===== src/rtl/pong_pkg.sv =====
// rtl/pong_pkg.sv - shared playfield constants and helpers for the pong datapath
package pong_pkg;

    // Playfield geometry
    localparam int H             = 800;
    localparam int V             = 600;
    localparam int PADDLE_HALF_W = 60;
    localparam int START_X       = 400;

    // Horizontal position width
    localparam int XW = 11;

    // Ball engine wall rows
    localparam int WALL_TOP    = 30;
    localparam int WALL_BOTTOM = 571;

    // Bits needed to hold a count of 0..n-1 (never less than one bit)
    function automatic int cnt_width(input int n);
        return (n > 1) ? $clog2(n) : 1;
    endfunction

    // Apply a signed step to a position and hold it inside [lo, hi]
    function automatic logic [XW-1:0] clamp_step(
        input logic        [XW-1:0] pos,
        input logic signed [XW:0]   dir,
        input int                   lo,
        input int                   hi
    );
        logic signed [XW:0] next;
        logic signed [XW:0] lo_s;
        logic signed [XW:0] hi_s;
        next = $signed({1'b0, pos}) + dir;
        lo_s = (XW+1)'(lo);
        hi_s = (XW+1)'(hi);
        if (next < lo_s) begin
            next = lo_s;
        end else if (next > hi_s) begin
            next = hi_s;
        end
        return next[XW-1:0];
    endfunction

endpackage


===== src/rtl/debounce.sv =====
// rtl/debounce.sv - two-flop synchronizer plus stable-level debouncer for one raw input
module debounce #(
    parameter int CYCLES = 20000
) (
    input  logic clk,
    input  logic rst,
    input  logic i_raw,
    output logic o_level
);
    import pong_pkg::*;

    localparam int CW = cnt_width(CYCLES);

    logic [1:0]    r_sync;
    logic          r_level;
    logic [CW-1:0] r_cnt;

    // Bring the asynchronous input into the clk domain
    always_ff @(posedge clk or negedge rst) begin
        if (!rst) begin
            r_sync <= '0;
        end else begin
            r_sync <= {r_sync[0], i_raw};
        end
    end

    // Accept a new level only after it has differed for CYCLES consecutive cycles
    always_ff @(posedge clk or negedge rst) begin
        if (!rst) begin
            r_level <= 1'b0;
            r_cnt   <= '0;
        end else if (r_sync[1] == r_level) begin
            r_cnt <= '0;
        end else if (r_cnt == CW'(CYCLES - 1)) begin
            r_level <= r_sync[1];
            r_cnt   <= '0;
        end else begin
            r_cnt <= r_cnt + 1'b1;
        end
    end

    assign o_level = r_level;

endmodule


===== src/rtl/paddle_ctrl.sv =====
// rtl/paddle_ctrl.sv - button/auto-tracking paddle controller with clamped position registers
module paddle_ctrl #(
    parameter int H               = pong_pkg::H,
    parameter int HALF_W          = pong_pkg::PADDLE_HALF_W,
    parameter int START_X         = pong_pkg::START_X,
    parameter int DEBOUNCE_CYCLES = 20000,
    parameter int STEP_DIV        = 50000,
    parameter int DEADBAND        = 2
) (
    input  logic                      clk,
    input  logic                      rst,
    input  logic                      btn_l_left,
    input  logic                      btn_l_right,
    input  logic                      btn_r_left,
    input  logic                      btn_r_right,
    input  logic                      auto_r,
    input  logic [pong_pkg::XW-1:0]   ball_x,
    output logic [pong_pkg::XW-1:0]   x_paddle_l,
    output logic [pong_pkg::XW-1:0]   x_paddle_r
);
    import pong_pkg::*;

    localparam int SW = cnt_width(STEP_DIV);

    logic w_l_left;
    logic w_l_right;
    logic w_r_left;
    logic w_r_right;
    logic w_auto;

    logic [SW-1:0]      r_step_cnt;
    logic               w_tick;
    logic signed [XW:0] w_dir_l;
    logic signed [XW:0] w_dir_r;
    logic signed [XW:0] w_pos_r_s;
    logic signed [XW:0] w_ball_s;
    logic signed [XW:0] w_db;
    logic [XW-1:0]      r_x_l;
    logic [XW-1:0]      r_x_r;

    debounce #(.CYCLES(DEBOUNCE_CYCLES)) u_db_l_left (
        .clk(clk), .rst(rst), .i_raw(btn_l_left),  .o_level(w_l_left)
    );
    debounce #(.CYCLES(DEBOUNCE_CYCLES)) u_db_l_right (
        .clk(clk), .rst(rst), .i_raw(btn_l_right), .o_level(w_l_right)
    );
    debounce #(.CYCLES(DEBOUNCE_CYCLES)) u_db_r_left (
        .clk(clk), .rst(rst), .i_raw(btn_r_left),  .o_level(w_r_left)
    );
    debounce #(.CYCLES(DEBOUNCE_CYCLES)) u_db_r_right (
        .clk(clk), .rst(rst), .i_raw(btn_r_right), .o_level(w_r_right)
    );
    debounce #(.CYCLES(DEBOUNCE_CYCLES)) u_db_auto (
        .clk(clk), .rst(rst), .i_raw(auto_r),      .o_level(w_auto)
    );

    assign w_tick = (r_step_cnt == SW'(STEP_DIV - 1));

    // Free-running step divider; the last count is the tick cycle
    always_ff @(posedge clk or negedge rst) begin
        if (!rst) begin
            r_step_cnt <= '0;
        end else if (w_tick) begin
            r_step_cnt <= '0;
        end else begin
            r_step_cnt <= r_step_cnt + 1'b1;
        end
    end

    assign w_pos_r_s = $signed({1'b0, r_x_r});
    assign w_ball_s  = $signed({1'b0, ball_x});
    assign w_db      = (XW+1)'(DEADBAND);

    // Pick each paddle's direction; auto mode overrides the bottom buttons
    always_comb begin
        w_dir_l = '0;
        w_dir_r = '0;
        if (w_l_left && !w_l_right) begin
            w_dir_l = (XW+1)'(-1);
        end else if (w_l_right && !w_l_left) begin
            w_dir_l = (XW+1)'(1);
        end
        if (w_auto) begin
            if (w_ball_s > w_pos_r_s + w_db) begin
                w_dir_r = (XW+1)'(1);
            end else if (w_ball_s < w_pos_r_s - w_db) begin
                w_dir_r = (XW+1)'(-1);
            end
        end else if (w_r_left && !w_r_right) begin
            w_dir_r = (XW+1)'(-1);
        end else if (w_r_right && !w_r_left) begin
            w_dir_r = (XW+1)'(1);
        end
    end

    // Move both paddles one pixel per tick, held inside the playfield
    always_ff @(posedge clk or negedge rst) begin
        if (!rst) begin
            r_x_l <= XW'(START_X);
            r_x_r <= XW'(START_X);
        end else if (w_tick) begin
            r_x_l <= clamp_step(r_x_l, w_dir_l, HALF_W, H - HALF_W);
            r_x_r <= clamp_step(r_x_r, w_dir_r, HALF_W, H - HALF_W);
        end
    end

    assign x_paddle_l = r_x_l;
    assign x_paddle_r = r_x_r;

endmodule


===== config.mk =====
export PLATFORM = sky130hd
export DESIGN_NAME = paddle_ctrl
export DESIGN_NICKNAME = d
export VERILOG_FILES = /design/src/rtl/pong_pkg.sv /design/src/rtl/debounce.sv /design/src/rtl/paddle_ctrl.sv
export SDC_FILE = /design/constraint.sdc
export NUM_CORES = 1
export LEC_CHECK = 0
export BUFFER_PORTS_ARGS = -buffer_cell sky130_fd_sc_hd__buf_2
export CELL_PAD_IN_SITES_DETAIL_PLACEMENT = 0
export CELL_PAD_IN_SITES_GLOBAL_PLACEMENT = 1
export CORE_ASPECT_RATIO = 0.6
export CORE_MARGIN = 5
export CORE_UTILIZATION = 39
export DETAILED_ROUTE_END_ITERATION = 10
export PLACE_DENSITY_LB_ADDON = 0.1
export SYNTH_ARGS = -nofsm -noshare
export SYNTH_HDL_FRONTEND = slang
export SYNTH_SLANG_ARGS = --single-unit

===== constraint.sdc =====
create_clock -name clk -period 15.7 [get_ports clk]
set_input_delay 0 -clock clk [delete_from_list [all_inputs] [get_ports clk]]
set_output_delay 0 -clock clk [all_outputs]
set_load 0.02 [all_outputs]

==> results by group, run 1 <==
Synth
  • Syn Inst Count: about 800
  • Synthesis-stage register bit count: 128
  • Post-Syn Area: roughly 7600 um2
  • Number of synthesized flops with an enable pin: 0
  • Post-Syn Nets: between 800 and 900
  • Post-Syn Area per Cell: ~9.5 um2
  • Most used DFF post-synth: dfrtp_1
  • Distinct cells, synth: approximately 60
  • Synth async-reset ratio: 100%
  • Synth warn: 0
  • Post-synthesis sequential area ratio: approximately 42%

STA
  • Max Slew Vio Count: 0
  • Post-layout min period: roughly 5800 ps
  • Final worst path period share: ~37%
  • Final hold vios: 0
  • Setup Skew: 8.06 ps
  • TNS Setup: 0 ps
  • Unrepaired setup endpoints after global routing: no
  • Fmax: 174 MHz
  • Final setup viols: 0
  • Least-Margin Pin Slew: between 900 and 1000 ps
  • Max-slew headroom: between 30% and 40%

Detailed routing
  • DR DRC count: 0
  • Antenna-violating nets left: 0
  • DR WL/cell: between 10 and 15 um
  • DR iter-0 viols: roughly 280
  • DR vias/cell: roughly 5.1
  • Vias post-DR: between 5000 and 6000
  • Total wire length: 16.6 mm
  • First-pass DRT Iterations: 5

Status
  • Outcome: complete, no violations

Floorplanning
  • Die height: 118 um
  • Row count: 39
  • Core ar.: between 15000 and 20000 um2
  • Die footprint: 22500 um2
  • Die width: 190 um
  • Initial Util: between 30% and 40%
  • # IOs: 40

Power
  • Worst IR Drop VDD: roughly 78 uV
  • Leakage: approximately 4.0 nW
  • Pwr/cell area: about 91 nW/um2

Global routing
  • Largest net degree at the start of global routing: between 70 and 80
  • Antenna violations before repair: 0
  • Gr usage total: 15.4%
  • First-pass GRT wire length: between 20 and 30 mm
  • GR Overflow Total: 0
  • Number of global-route vias before repair: around 5700

CTS
  • Post-CTS setup repair buffer count: 0
  • Clock Path Buffers: 2
  • CTS tree: built
  • Skew-Pair Late Insertion Delay: 410 ps
  • Clock slew at reported path FFs: roughly 60 ps
  • CTS Sinks: roughly 130
  • Clock root buffer: clkbuf_16
  • CTS Buf Count: 17
  • H-tree levels: 4
  • Cts repair resizes: 0
  • CTS Hold Buffers Added: 6

Cells and area
  • Final instance area: approximately 8800 um2
  • Most common cell after layout, fill and taps aside: nor2_1
  • Most frequent cells in the layout: nor2_1, dfrtp_1, xor2_1
  • Area Overhead vs Synth: 15.6%
  • Layout cells sized above 1: around 11%
  • # diodes: 0
  • Layout Nets: 921
  • Fill cells: between 1500 and 2000

Worst setup path
  • R2r endpoint: x_paddle_r[2]
  • CP Launch Point: x_paddle_r[4]
  • Crit-path max FO: 11
  • Crit. End Element: flop
  • Slowest CP cell: dfstp_2
  • CP Launch Type: flop
  • WP data required: 16000 ps
  • Critical path cell sequence: and4_1, and2_1, nand3_1, xor2_1, ha_1, and3_1, nand4_1, a21o_1, a221o_1, a32oi_2, inv_1, ha_1, nor2b_1, o31a_2, or4_2, o211a_1, a41oi_1, or3_4, nand3b_2, o31a_1
  • Crit path max-delay family: compound AO/OA/AOI/OAI gates
  • CP arrival: slightly above 6000 ps
  • Setup slack, reg-to-reg: 9950 ps
  • Critical path's largest stage delay: approximately 680 ps
  • CP dominant cell by count: ha_1
  • Crit Path Category: reg -> reg
  • CP bufs+invs: 1
  • Worst r2r src: x_paddle_r[4]
  • R2R cell count: 20

Placed design
  • HPWL Detailed: 12.1 mm
  • Dpl cell area: around 8100 um2
  • RePlAce Congestion: a little over 0.8
  • PortBufs: 39

Run
  • Max-cap violations: 0

Min path
  • Hold Path Class: in -> async
==> kinds of logic (layout without fill, tap and decap cells) <==
kind of cell / after synthesis / after routing / share of synthesized area [%]
buffers and inverters: 40 / 101 / 2.06
and+or+nand+nor: 352 / 352 / 22.7
muxes: 6 / 6 / 0.888
AOI/OAI and AO/OA: 106 / 106 / 9.83
adders and majority gates: 54 / 54 / 9.08
DFF: 128 / 128 / 42.2
xor gates and xnor gates: 115 / 115 / 13.2
==> worst max-delay path by stage <==
stage	end	slack, ps	cells after the start
CTS	x_paddle_r[2]	9960	20
global placement	x_paddle_r[5]	10120	20
global route	x_paddle_r[3]	9480	20
floorplan	x_paddle_r[2]	10380	21
finish	x_paddle_r[2]	9950	20
detailed placement	x_paddle_r[2]	9970	20
==> stage by stage <==
step | worst slack [ps] | total power [W] | util (%) | hold slack [ps] | cells
after floorplan | 10380 | 0.000356 | - | -296 | 801
after detailed placement | 9970 | 0.000370 | 42.4 | 102 | 1090
after global placement | 10120 | 0.000369 | 42.4 | 93.6 | 1090
after CTS | 9960 | 0.000819 | 46.1 | 196 | 1128
final | 9950 | 0.000805 | 46.1 | 176 | 1128
after global routing | 9480 | 0.000838 | 46.1 | 209 | 1128
==> routing by layer <==
metal | share of wire [%] | up-vias | routed length, um | GRT usage, %
met1 | 54 | 2792 | 8970 | 23.8
met4 | 0.70 | 0 | 116 | 3.50
met2 | 42 | 89 | 6930 | 21.4
li1 | - | 2900 | - | -
met3 | 3.3 | 7 | 549 | 3.98
met5 | 0 | - | 0 | 0
==> cells in the mapped netlist (4+ instances only) <==
cell      instances  area share, %
nor2_1          127            6.3
dfrtp_1         122             40
xor2_1           70            8.1
nand2_1          58            2.9
ha_1             52            8.6
nand3_1          48            3.2
xnor2_1          45            5.2
a21oi_1          30            2.0
nand4_1          25            2.1
and3_1           24            2.0
inv_1            22            1.1
o21ai_0          19            1.2
nor3_1           16            1.1
clkbuf_1         12           0.59
and2_1           11           0.90
nand2b_1         10           0.82
a21o_1            9           0.89
dfstp_2           6            2.1
mux2_2            6           0.89
nor2b_1           6           0.49
o31ai_1           6           0.59
buf_2             5           0.33
nor4b_1           5           0.58
o22ai_1           5           0.41
a22o_1            4           0.46
and4_1            4           0.46
o211ai_1          4           0.39
o21bai_1          4           0.39
==> sequential cells by signal, summed over array words and instances (netlist names), 2 cells and up <==
name                 count
u_db_l_left.r_cnt       15
x_paddle_r              11
x_paddle_l              11
u_db_r_left.r_sync       2
u_db_r_right.r_cnt      15
u_db_l_right.r_sync      2
u_db_auto.r_sync         2
u_db_r_right.r_sync      2
u_db_l_left.r_sync       2
u_db_r_left.r_cnt       15
u_db_auto.r_cnt         15
u_db_l_right.r_cnt      15
r_step_cnt              16
==> report_power, final <==
part            total, W  switching (W)  internal (W)
sequential      0.000338     0.00000386      0.000334
combinational  0.0000259      0.0000167    0.00000925
clock           0.000440       0.000156      0.000284
==> final cells by class <==
cell class	instances	area [um2]	area share, %
clock buffers	17	425	4.84
multi-input cells	633	4240	48.2
repair buffers	47	273	3.10
inverters	22	82.6	0.939
well taps	266	333	3.78
clock inverters	15	231	2.63
flip-flops and latches	128	3210	36.5
No activity file was read; power rests on OpenSTA's default activity.
==> run 2, diff against run 1 <==
Settings changed: ABC_AREA from default to 1.
Clock period 15.7 ns to 5.59 ns, I/O delays scaled along.
==> results by group, run 2 <==
Worst setup path
  • Crit-path max FO: 12 (+1)
  • Crit. End Element: flop
  • R2R cell count: 27 (+35%)
  • Worst r2r src: x_paddle_r[1]
  • CP arrival: 5170 ps (-880 ps)
  • CP Launch Type: flop
  • R2r endpoint: x_paddle_r[9]
  • Setup slack, reg-to-reg: 670 ps (-9270 ps)
  • WP data required: 5850 ps (-10150 ps)
  • Crit Path Category: reg -> reg

Power
  • Pwr/cell area: 247 nW/um2 (+170%)
  • Clock share of power: 54.7% (about the same)
  • Worst IR Drop VDD: 234 uV (+200%)
  • Leakage: 4.56 nW (+15%)
  • Logic pwr share: 3.4% (+0.2 points)
  • Sw Pwr: 0.000472 W (+170%)
  • Total power: 0.00226 W (+180%)
  • Net Sw Frac: 20.9% (-1.1 points)
  • Internal power: 0.00179 W (+180%)
  • Seq pwr share: 41.9% (-0.2 points)

Global routing
  • Largest net degree at the start of global routing: 67 (-13%)
  • GR Overflow Total: 0 (unchanged)
  • First-pass GRT wire length: 31.7 mm (+10%)
  • Gr usage total: 16.7% (+1.4 points)
  • Number of global-route vias before repair: 6059 (+6.3%)
  • Antenna violations before repair: 0 (unchanged)

CTS
  • CTS Buf Count: 17 (unchanged)
  • Skew-Pair Late Insertion Delay: 420 ps (about the same)
  • Clock root buffer: clkbuf_16
  • CTS tree: built
  • Post-CTS setup repair buffer count: 0 (unchanged)
  • CTS Sinks: 128 (unchanged)
  • Clock Path Buffers: 2 (unchanged)
  • Clock slew at reported path FFs: 60 ps (about the same)
  • H-tree levels: 4 (unchanged)

STA
  • Max-slew headroom: 35.1% (-0.064 points)
  • Final hold vios: 0 (unchanged)
  • Post-layout min period: 4920 ps (-836 ps)
  • TNS Setup: 0 ps (unchanged)
  • Unrepaired setup endpoints after global routing: no
  • Max Slew Vio Count: 0 (unchanged)
  • Final setup viols: 0 (unchanged)
  • Setup Skew: 12.0 ps (+3.97 ps)
  • Fmax: 203 MHz (+17%)
  • Final worst path period share: 88.0% (+51 points)
  • Least-Margin Pin Slew: 965 ps (-7.07 ps)

Cells and area
  • Most common cell after layout, fill and taps aside: nand2_1
  • # diodes: 0 (unchanged)
  • Non-Filler Instances: 1339 (+19%)
  • Layout cells sized above 1: 11.1% (-0.42 points)
  • Layout Nets: 1125 (+22%)
  • Multi-input logic area: 4060 um2 (-4.3%)
  • Final instance area: 9150 um2 (+4.0%)
  • Area Overhead vs Synth: 15.8%
  • Most frequent cells in the layout: nand2_1, inv_1, dfrtp_1
  • Fill cells: 1980 (+8.4%)
  • Storage cell area: 3210 um2 (unchanged)
  • Largest reg by FF count: r_step_cnt
  • Max reg flops: 16 (unchanged)

Synth
  • Synth async-reset ratio: 100% (unchanged)
  • Synthesis-stage register bit count: 128 (unchanged)
  • Synth area leaders: dfrtp_1, ha_1, nand2_1, inv_1, nor2_1
  • Post-Syn Nets: 1063 (+22%)
  • Synth warn: 0 (unchanged)
  • Post-synthesis sequential area ratio: 40.7% (-1.5 points)
  • Yosys top cell by area: dfrtp_1
  • Most common cell in the netlist: nand2_1
  • Post-Syn Area per Cell: 7.97 um2 (-16%)
  • Share of the synthesized area in the top cell type: 38.7% (-1.5 points)
  • Distinct cells, synth: 47 (-23%)
  • Post-Syn Area: 7900 um2 (+3.8%)
  • Most used DFF post-synth: dfrtp_1
  • Commonest cells post-synth: nand2_1, inv_1, dfrtp_1, nor2_1, a21oi_1
  • Number of synthesized flops with an enable pin: 0 (unchanged)
  • Syn Inst Count: 991 (+24%)

Floorplanning
  • Row count: 40 (+2.6%)
  • Core ar.: 20000 um2 (+4.7%)
  • Die width: 194 um (+1.8%)
  • # IOs: 40 (unchanged)
  • Die height: 120 um (+1.7%)
  • Initial Util: 39.5% (-0.33 points)
  • Die footprint: 23300 um2 (+3.5%)

Placed design
  • Dpl cell area: 8430 um2 (+4.4%)
  • Placed insts: 1301 (+19%)
  • PortBufs: 39 (unchanged)
  • HPWL Detailed: 14.1 mm (+17%)
  • RePlAce Congestion: 0.855 (+6.1%)

Detailed routing
  • DR iter-0 viols: 422 (+50%)
  • DR DRC count: 0 (unchanged)
  • First-pass DRT Iterations: 5 (unchanged)
  • Vias post-DR: 6408 (+11%)
  • Total wire length: 18.6 mm (+12%)
  • DR WL/cell: 13.9 um (-5.7%)
  • Antenna-violating nets left: 0 (unchanged)
  • DR vias/cell: 4.79 (-6.7%)

Status
  • Outcome: complete, no violations

Min path
  • Hold Path Class: in -> async

Run
  • Max-cap violations: 0 (unchanged)
## run 2: worst max-delay path by stage
stage,startpoint,endpoint,slack [ps],cells after the start
CTS,x_paddle_r[1],x_paddle_r[9],670,29
global route,x_paddle_r[1],x_paddle_r[9],90,30
floorplan,x_paddle_r[1],x_paddle_r[9],1430,29
detailed placement,x_paddle_r[1],x_paddle_r[6],690,29
finish,x_paddle_r[1],x_paddle_r[9],670,27
global placement,x_paddle_r[1],x_paddle_r[9],690,29
## run 2: worst max-delay path, stage by stage, from the launching register on
cell and delay, ps:
dfrtp_1 470, inv_1 220, ha_1 230, nand2_1 140, nor2_2 170, xor2_1 180
ha_1 260, a21o_1 190, nor2_1 90, nand2_1 80, nand2_1 70, nand2_1 50
a21oi_1 300, nand3_2 130, nand2_2 250, ha_1 370, a21oi_2 190, nand2_1 150
xnor2_1 330, nand3_1 130, nand3_1 110, o21ai_1 70, a21oi_2 220, inv_2 50
nand2_2 90, nand2_1 60, nand2_1 60, o21ai_0 70
## run 2: layout make-up
type	count	share of cell area (%)
flip-flops and latches	128	35.1
well taps	273	3.73
clock inverters	11	2.01
inverters	157	6.44
repair buffers	49	3.19
clock buffers	21	5.14
multi-input cells	700	44.4
## run 2: kinds of logic (layout without fill, tap and decap cells)
| logic type | count (synthesis) | count (layout) | share of synthesized area, % |
|---|---|---|---|
| simple gates | 451 | 451 | 26.5 |
| buf+inv | 163 | 238 | 7.94 |
| mux | 5 | 5 | 0.713 |
| flops | 128 | 128 | 40.7 |
| compound gates | 138 | 138 | 9.49 |
| fa+ha+maj | 54 | 54 | 8.75 |
| xor+xnor | 52 | 52 | 5.96 |
## run 2: metrics by stage
step	util (%)	hold WS (ps)	worst slack (ps)
6_report	45.8	147	673
5_1_grt	45.8	206	85.8
4_1_cts	45.8	154	666
3_5_place_dp	42.2	40.2	691
3_3_place_gp	42.2	37.5	688
2_1_floorplan	-	-296	1430
## run 2: per-layer routing
layer | wire, um | vias up | GRT usage [%]
met4 | 148 | 0 | 3.71
met1 | 11100 | 2908 | 28.7
met2 | 6580 | 108 | 20.4
met3 | 746 | 10 | 3.65
met5 | 0 | - | 0
li1 | - | 3382 | -
## run 2: power groups by stage
stage / Clock, W / Combinational (W) / Sequential, W
global route: 0.00131 / 0.0000928 / 0.000949
detailed placement: 0 / 0.0000761 / 0.000964
finish: 0.00124 / 0.0000767 / 0.000947
CTS: 0.00127 / 0.0000794 / 0.000947
global placement: 0 / 0.0000763 / 0.000964
floorplan: 0 / 0.0000374 / 0.000962
## run 2: what timing repair did
| item | CTS | global route |
|---|---|---|
| resized for setup | 0 | 0 |
| hold endpoints to repair | 67 | 0 |
| hold buffers | 6 | 0 |
